## config.mk

```make
export PLATFORM = sky130hd
export DESIGN_NAME = downsample_engine_flat
export DESIGN_NICKNAME = d
export VERILOG_FILES = /design/src/rtl/downsample_engine_if.sv /design/src/rtl/downsample_engine.sv /design/src/flat_wrapper.sv
export SDC_FILE = /design/constraint.sdc
export NUM_CORES = 1
export LEC_CHECK = 0
export BUFFER_PORTS_ARGS = -buffer_cell sky130_fd_sc_hd__buf_2
export CAP_MARGIN = 20
export CORE_UTILIZATION = 57
export CTS_CLUSTER_SIZE = 25
export DETAILED_ROUTE_END_ITERATION = 10
export PLACE_DENSITY = 0.8
export SETUP_SLACK_MARGIN = 0.05
export SYNTH_ARGS = -nofsm -noshare
export SYNTH_HDL_FRONTEND = slang
export SYNTH_SLANG_ARGS = --single-unit
```

## constraint.sdc

```tcl
create_clock -name clk -period 8.05 [get_ports clk]
set_input_delay 0.4025 -clock clk [delete_from_list [all_inputs] [get_ports clk]]
set_output_delay 0.4025 -clock clk [all_outputs]
set_load 0.03 [all_outputs]
```

## src/rtl/downsample_engine_if.sv

```systemverilog
// rtl/downsample_engine_if.sv - data-memory read/write bus between the downsampler and memory
`timescale 1ns/1ps
interface downsample_engine_if #(
    parameter int DATA_W = 8,
    parameter int ADDR_W = 19
);
    logic              rd_req;
    logic [ADDR_W-1:0] rd_addr;
    logic              rd_valid;
    logic [DATA_W-1:0] rd_data;
    logic              wr_en;
    logic [ADDR_W-1:0] wr_addr;
    logic [DATA_W-1:0] wr_data;
    logic              wr_ready;

    modport master (
        output rd_req, rd_addr, wr_en, wr_addr, wr_data,
        input  rd_valid, rd_data, wr_ready
    );

    modport slave (
        input  rd_req, rd_addr, wr_en, wr_addr, wr_data,
        output rd_valid, rd_data, wr_ready
    );
endinterface

```

## src/rtl/downsample_engine.sv

```systemverilog
// rtl/downsample_engine.sv - FxF window average/decimate image downsampler on the data-memory bus
`timescale 1ns/1ps
module downsample_engine #(
    parameter int DATA_W = 8,
    parameter int ADDR_W = 19,
    parameter int DIM_W  = 10
) (
    input  logic                clk,
    input  logic                RST_N,
    input  logic                start,
    input  logic                factor4,
    input  logic                decimate,
    input  logic [DIM_W-1:0]    img_w,
    input  logic [DIM_W-1:0]    img_h,
    input  logic [ADDR_W-1:0]   src_base,
    input  logic [ADDR_W-1:0]   dst_base,
    downsample_engine_if.master mem,
    output logic                busy,
    output logic                done
);
    localparam int ACC_W = DATA_W + 4;
    localparam int PW    = DIM_W + ADDR_W;

    typedef enum logic [2:0] {S_IDLE, S_CHECK, S_RD, S_WAIT, S_WR, S_DONE} state_t;

    state_t            state_q;
    logic              factor4_q, decimate_q;
    logic [DIM_W-1:0]  img_w_q, img_h_q;
    logic [ADDR_W-1:0] src_q, dst_q;
    logic [DIM_W-1:0]  ox_q, oy_q;
    logic [1:0]        kx_q, ky_q;
    logic [ACC_W-1:0]  acc_q;
    logic              rd_req_q, wr_en_q, busy_q, done_q;

    logic [1:0]        fsh, kmax;
    logic [DIM_W-1:0]  ow, oh, row, col;
    logic [ADDR_W-1:0] rd_addr_c, wr_addr_c;
    logic [ACC_W-1:0]  rnd_sum;
    logic [DATA_W-1:0] wr_data_c;
    logic              win_done, last_col, last_row;

    assign fsh  = factor4_q ? 2'd2 : 2'd1;
    assign kmax = factor4_q ? 2'd3 : 2'd1;
    assign ow   = img_w_q >> fsh;
    assign oh   = img_h_q >> fsh;
    assign row  = (oy_q << fsh) + DIM_W'(ky_q);
    assign col  = (ox_q << fsh) + DIM_W'(kx_q);

    // Products are formed wide and truncated so address arithmetic wraps modulo 2^ADDR_W
    assign rd_addr_c = src_q + ADDR_W'(PW'(row) * PW'(img_w_q)) + ADDR_W'(col);
    assign wr_addr_c = dst_q + ADDR_W'(PW'(oy_q) * PW'(ow)) + ADDR_W'(ox_q);

    assign rnd_sum   = acc_q + (factor4_q ? ACC_W'(8) : ACC_W'(2));
    assign wr_data_c = decimate_q ? acc_q[DATA_W-1:0]
                                  : DATA_W'(rnd_sum >> (factor4_q ? 3'd4 : 3'd2));

    assign win_done = decimate_q || (kx_q == kmax && ky_q == kmax);
    assign last_col = (ox_q == ow - 1'b1);
    assign last_row = (oy_q == oh - 1'b1);

    assign mem.rd_req  = rd_req_q;
    assign mem.rd_addr = rd_req_q ? rd_addr_c : '0;
    assign mem.wr_en   = wr_en_q;
    assign mem.wr_addr = wr_en_q ? wr_addr_c : '0;
    assign mem.wr_data = wr_en_q ? wr_data_c : '0;
    assign busy        = busy_q;
    assign done        = done_q;

    always_ff @(posedge clk or negedge RST_N) begin
        if (!RST_N) begin
            state_q    <= S_IDLE;
            factor4_q  <= 1'b0;
            decimate_q <= 1'b0;
            img_w_q    <= '0;
            img_h_q    <= '0;
            src_q      <= '0;
            dst_q      <= '0;
            ox_q       <= '0;
            oy_q       <= '0;
            kx_q       <= '0;
            ky_q       <= '0;
            acc_q      <= '0;
            rd_req_q   <= 1'b0;
            wr_en_q    <= 1'b0;
            busy_q     <= 1'b0;
            done_q     <= 1'b0;
        end else begin
            case (state_q)
                S_IDLE: if (start) begin
                    factor4_q  <= factor4;
                    decimate_q <= decimate;
                    img_w_q    <= img_w;
                    img_h_q    <= img_h;
                    src_q      <= src_base;
                    dst_q      <= dst_base;
                    busy_q     <= 1'b1;
                    state_q    <= S_CHECK;
                end
                S_CHECK: begin
                    ox_q  <= '0;
                    oy_q  <= '0;
                    kx_q  <= '0;
                    ky_q  <= '0;
                    acc_q <= '0;
                    if (ow == '0 || oh == '0) begin
                        busy_q  <= 1'b0;
                        done_q  <= 1'b1;
                        state_q <= S_DONE;
                    end else begin
                        rd_req_q <= 1'b1;
                        state_q  <= S_RD;
                    end
                end
                S_RD: begin
                    rd_req_q <= 1'b0;
                    state_q  <= S_WAIT;
                end
                S_WAIT: if (mem.rd_valid) begin
                    acc_q <= acc_q + ACC_W'(mem.rd_data);
                    if (win_done) begin
                        wr_en_q <= 1'b1;
                        state_q <= S_WR;
                    end else begin
                        if (kx_q == kmax) begin
                            kx_q <= '0;
                            ky_q <= ky_q + 2'd1;
                        end else begin
                            kx_q <= kx_q + 2'd1;
                        end
                        rd_req_q <= 1'b1;
                        state_q  <= S_RD;
                    end
                end
                S_WR: if (mem.wr_ready) begin
                    wr_en_q <= 1'b0;
                    acc_q   <= '0;
                    kx_q    <= '0;
                    ky_q    <= '0;
                    if (last_col) begin
                        ox_q <= '0;
                        oy_q <= oy_q + 1'b1;
                    end else begin
                        ox_q <= ox_q + 1'b1;
                    end
                    if (last_col && last_row) begin
                        busy_q  <= 1'b0;
                        done_q  <= 1'b1;
                        state_q <= S_DONE;
                    end else begin
                        rd_req_q <= 1'b1;
                        state_q  <= S_RD;
                    end
                end
                S_DONE: begin
                    done_q  <= 1'b0;
                    state_q <= S_IDLE;
                end
                default: state_q <= S_IDLE;
            endcase
        end
    end
endmodule

```

## src/flat_wrapper.sv

```systemverilog
// flat-port wrapper written by rule: the top's interface ports become plain ports
module downsample_engine_flat 
#(
    parameter int DATA_W = 8,
    parameter int ADDR_W = 19,
    parameter int DIM_W  = 10
)
  (clk, RST_N, start, factor4, decimate, img_w, img_h, src_base, dst_base, busy, done, mem_rd_req, mem_rd_addr, mem_wr_en, mem_wr_addr, mem_wr_data, mem_rd_valid, mem_rd_data, mem_wr_ready);
  downsample_engine_if #(.DATA_W(DATA_W), .ADDR_W(ADDR_W)) mem_i ();
  input  logic clk;
  input  logic RST_N;
  input  logic start;
  input  logic factor4;
  input  logic decimate;
  input  logic [DIM_W-1:0] img_w;
  input  logic [DIM_W-1:0] img_h;
  input  logic [ADDR_W-1:0] src_base;
  input  logic [ADDR_W-1:0] dst_base;
  output logic busy;
  output logic done;
  output wire logic [$bits(mem_i.rd_req)-1:0] mem_rd_req;
  output wire logic [$bits(mem_i.rd_addr)-1:0] mem_rd_addr;
  output wire logic [$bits(mem_i.wr_en)-1:0] mem_wr_en;
  output wire logic [$bits(mem_i.wr_addr)-1:0] mem_wr_addr;
  output wire logic [$bits(mem_i.wr_data)-1:0] mem_wr_data;
  input wire logic [$bits(mem_i.rd_valid)-1:0] mem_rd_valid;
  input wire logic [$bits(mem_i.rd_data)-1:0] mem_rd_data;
  input wire logic [$bits(mem_i.wr_ready)-1:0] mem_wr_ready;
  assign mem_rd_req = mem_i.rd_req;
  assign mem_rd_addr = mem_i.rd_addr;
  assign mem_wr_en = mem_i.wr_en;
  assign mem_wr_addr = mem_i.wr_addr;
  assign mem_wr_data = mem_i.wr_data;
  assign mem_i.rd_valid = mem_rd_valid;
  assign mem_i.rd_data = mem_rd_data;
  assign mem_i.wr_ready = mem_wr_ready;
  downsample_engine #(.DATA_W(DATA_W), .ADDR_W(ADDR_W), .DIM_W(DIM_W)) u_core (.clk(clk), .RST_N(RST_N), .start(start), .factor4(factor4), .decimate(decimate), .img_w(img_w), .img_h(img_h), .src_base(src_base), .dst_base(dst_base), .mem(mem_i), .busy(busy), .done(done));
endmodule
```

==> metrics list <==
- The number of placed instances, taps included, is 2057.
- Share of post-route cells with drive strength above 1: 0.129
* Sink Count: 102
- Master cell of the clock root buffer: clkbuf_16
- Area overhead of the layout relative to synthesis: 8.52%
* Avg Inst Size Synth: 8.79 um2
- TritonCTS created 9 clock buffers.
- Worst Hold Slack: -16.2 ps
* TritonCTS clock tree: done
- The count of cells in the finished layout, fillers not included, comes to 2076.
- The tool flagged a number of max-cap violations equal to 0.
- Of the post-synthesis cell area, the dominant cell type holds 0.251.
- Horizontal die dimension: approximately 160 um
- Pre-CTS setup slack: 776 ps
* Final #Nets: between 2000 and 2500
- Number of search-and-repair iterations in the first detailed-routing pass: 7
* Number of diodes added for antenna fixing: 0
- Part of the power in the clock network: 0.094
* Internal power: about 2.3 mW
- The wire-length estimate of the detail-placed layout is 26.7 mm.
- Yosys mapped the design onto 63 distinct sky130hd cell types.
- Headroom to the max-slew limit came out at 0.384.
* Req. time, crit path: 7650 ps
- The final hold violation count is 7.
- The clock passes through at most 2 buffers.
- Detailed-route DRC error count: 0
- Largest cells by area after synthesis: fa_1 25%, dfrtp_1 18%, ha_1 9.8%, inv_1 6.7%, nand2_1 4.9%
- During I/O placement, the number of pins put on the boundary was about 120.
- Clock skew on the completed layout was measured at 11.3 ps.
* Placer Congestion: roughly 0.85
- Flop pwr share: 0.209
- Type of element capturing the critical path: output port
* Switching Fraction: 0.542
- Using the TritonRoute via totals, the vias-per-cell ratio works out to 5.68.
* Cell Pwr Density: 313 nW/um2
- Global-route wire length before repair: 59.1 mm
* Violation count after the first detailed-route iteration: 966
* Setup repair after global routing missed its margin: false
- Measured slew at the worst slew-check pin: just over 900 ps
* Final number of max-transition violations: 0
- The number of global-route vias before repair was 12300.
- The number of antenna violations at the first check in global routing came to 1.
* Core Footprint: 25100 um2
- The worst hold path belongs to the class in2async.
- The clock reaches the later pin of the worst-skew pair after 360 ps.
* Number of synthesis warnings: 0
- Fmax: 132 MHz
* Overall Global Routing Usage: 0.281
- The final layout contains routed wiring with a total length of 34.8 mm.
- At the worst endpoint, the arrival time is just over 7000 ps.
* Failing checks: negative hold slack
- inv_1 is the most common cell in the netlist.
* Die area: between 20000 and 30000 um2
- Once detail routing completed, the nets flagged for antenna violations numbered 0.
* Final Util: 0.630
- The cell area that synthesis handed to floorplanning was 14600 um2.
- Of all nets on the critical path, the largest fanout is 5.
- Final setup violation count: 0
* Worst Setup Start Kind: register
* Yosys reg bits: 102
* Initial Utilization: 0.580
- Entering global routing, the biggest net connects 69 pins.
- Count of H-tree levels built during CTS: 3
* Period Utilization, post-route: 0.945
- Among all flip-flop cells after synthesis, the most frequent one is dfrtp_1.
* Routed wirelength normalized by instance count: 16.8 um
* Worst voltage drop across the vdd grid: 0.000356 V
* Fraction of registers with async set/reset: 1.00
- Count of standard-cell rows: 58
* Hold bufs inserted after CTS: 0
- Synth top cells by count: 261 x inv_1, 190 x nand2_1, 183 x fa_1
- Critical path type: reg2out
- Final critical-path required period: 7600 ps
- The analysis attributes to cell leakage a power of a little under 8 nW.
* Combinational fraction of design power: 0.698
* Post-Route Setup TNS: 0 ps
- Detailed routing inserted a total of 11800 vias.
- Status: finished, violations left
- Sequential element share of the synthesized area: 0.175
- Global-route congestion overflow total: 0
* CTS clk-pin slew, worst paths: 80 ps
- During placement, the flow inserted port buffers numbering 121.
- fa_1 takes more of the synthesized area than any other cell.
- Final worst-path setup slack: 446 ps
* Sw Pwr: 2.69 mW
- Vertical die dimension: 162 um
- Number of enable flip-flop cells after synthesis: 0
- The cell count after synthesis came out at around 1700.
-- critical path, cell delays in order, from the launching register on --
cell,delay (ps)
dfrtp_2,440
nor2b_1,220
fa_2,320
nand3_1,110
a21oi_2,200
nand3_1,170
o21ai_0,190
nor2_1,70
a311oi_2,230
buf_4,170
nand2_1,80
fa_1,560
inv_1,50
fa_1,480
fa_1,500
fa_1,490
inv_1,50
fa_1,470
inv_1,40
ha_1,330
a21o_1,180
a31oi_1,210
o21ai_1,180
o41ai_2,420
o21ai_0,170
xor2_1,160
and2_2,190
buf_2,170
-- cells in the final DEF, fill, tap and decap left out, types with 4 or more instances in the layout --
master / instances
o21a_1: 4
buf_2: 121
nand3b_1: 4
clkbuf_16: 9
a22o_1: 7
nand2b_1: 19
xor2_1: 31
xnor2_1: 61
a211oi_1: 17
mux2_2: 48
and2_1: 82
fa_1: 182
dfrtp_1: 101
a21o_1: 12
nand3_1: 31
o211ai_1: 6
ha_1: 114
or3_1: 11
and3_1: 16
inv_1: 261
o21bai_1: 7
nor2_1: 70
nor2b_1: 38
a2111oi_0: 5
buf_4: 25
o22ai_1: 5
nand2_1: 190
nand4_1: 14
nor3_1: 26
o21ai_0: 80
conb_1: 11
a31oi_1: 10
o31ai_1: 7
a21oi_1: 52
mux2i_1: 21
-- per-stage QoR --
| step | hold WS, ps | area [um2] | total power [mW] |
|---|---|---|---|
| 3_3_place_gp | 402 | 15500 | 4.34 |
| 5_1_grt | 30.9 | 15800 | 5.40 |
| 3_5_place_dp | 405 | 15500 | 4.48 |
| 4_1_cts | 10.9 | 15800 | 4.96 |
| 2_1_floorplan | 107 | 14600 | 3.62 |
| 6_report | -16.2 | 15800 | 4.96 |
-- cell type report --
type	count	area (um2)
Clock inverter	6	61.3
Sequential cell	102	2550
Timing Repair Buffer	146	793
Clock buffer	10	239
Multi-Input combinational cell	1221	10800
Inverter	261	980
Fill cell	2064	9300
Tap cell	330	413
-- cells by family after synthesis --
family,Yosys count,synth area share
AOI/OAI and AO/OA,237,0.104
xor gates and xnor gates,92,0.0553
adders and majority gates,297,0.349
buffers and inverters,344,0.0901
DFF,102,0.175
muxes,70,0.0525
other,2,0.000515
and+or+nand+nor,514,0.173
-- metal layers --
| layer | wire [um] | vias to the layer above | global-route usage |
|---|---|---|---|
| li1 | - | 5479 | - |
| met1 | 14500 | 5799 | 0.373 |
| met2 | 17100 | 430 | 0.470 |
| met3 | 2290 | 83 | 0.0342 |
| met4 | 930 | 2 | 0.105 |
| met5 | 13 | - | 0 |
-- flip-flops by register name (all words and copies together), names as in the netlist --
register           cells
u_core.state_q         3
u_core.acc_q          12
u_core.busy            1
u_core.ky_q            2
u_core.factor4_q       1
u_core.ox_q           10
u_core.mem.rd_req      1
u_core.decimate_q      1
u_core.kx_q            2
u_core.src_q          19
u_core.img_h_q         9
u_core.mem.wr_en       1
u_core.img_w_q        10
u_core.oy_q           10
u_core.dst_q          19
u_core.done            1
-- power by group through the flow --
| stage | logic, mW | clock network [mW] | registers (mW) |
|---|---|---|---|
| 6_report | 3.46 | 0.464 | 1.03 |
| 5_1_grt | 3.85 | 0.487 | 1.06 |
| 4_1_cts | 3.46 | 0.470 | 1.03 |
| 3_5_place_dp | 3.44 | 0 | 1.04 |
| 3_3_place_gp | 3.31 | 0 | 1.02 |
| 2_1_floorplan | 2.78 | 0 | 0.843 |
-- final timing paths --
check,from,endpoint,slack (ps),cells after the start
worst max-delay path,u_core.factor4_q,mem_rd_addr[17],450,27
min in group clk,src_base[1],u_core.src_q[1],240,3
worst min-delay path,RST_N,u_core.acc_q[4],-20,1
worst max register to register,u_core.factor4_q,u_core.done,3320,12
max in group asynchronous,RST_N,u_core.img_w_q[9],6740,2
worst min register to register,u_core.img_h_q[1],u_core.img_h_q[1],520,1
-- timing repair --
action,in CTS,in global routing
setup buffers,0,2
resized for setup,0,4
hold endpoints to repair,0,0
endpoints found under the setup margin,0,3
Note: power is estimated with default switching activity, not from simulation.
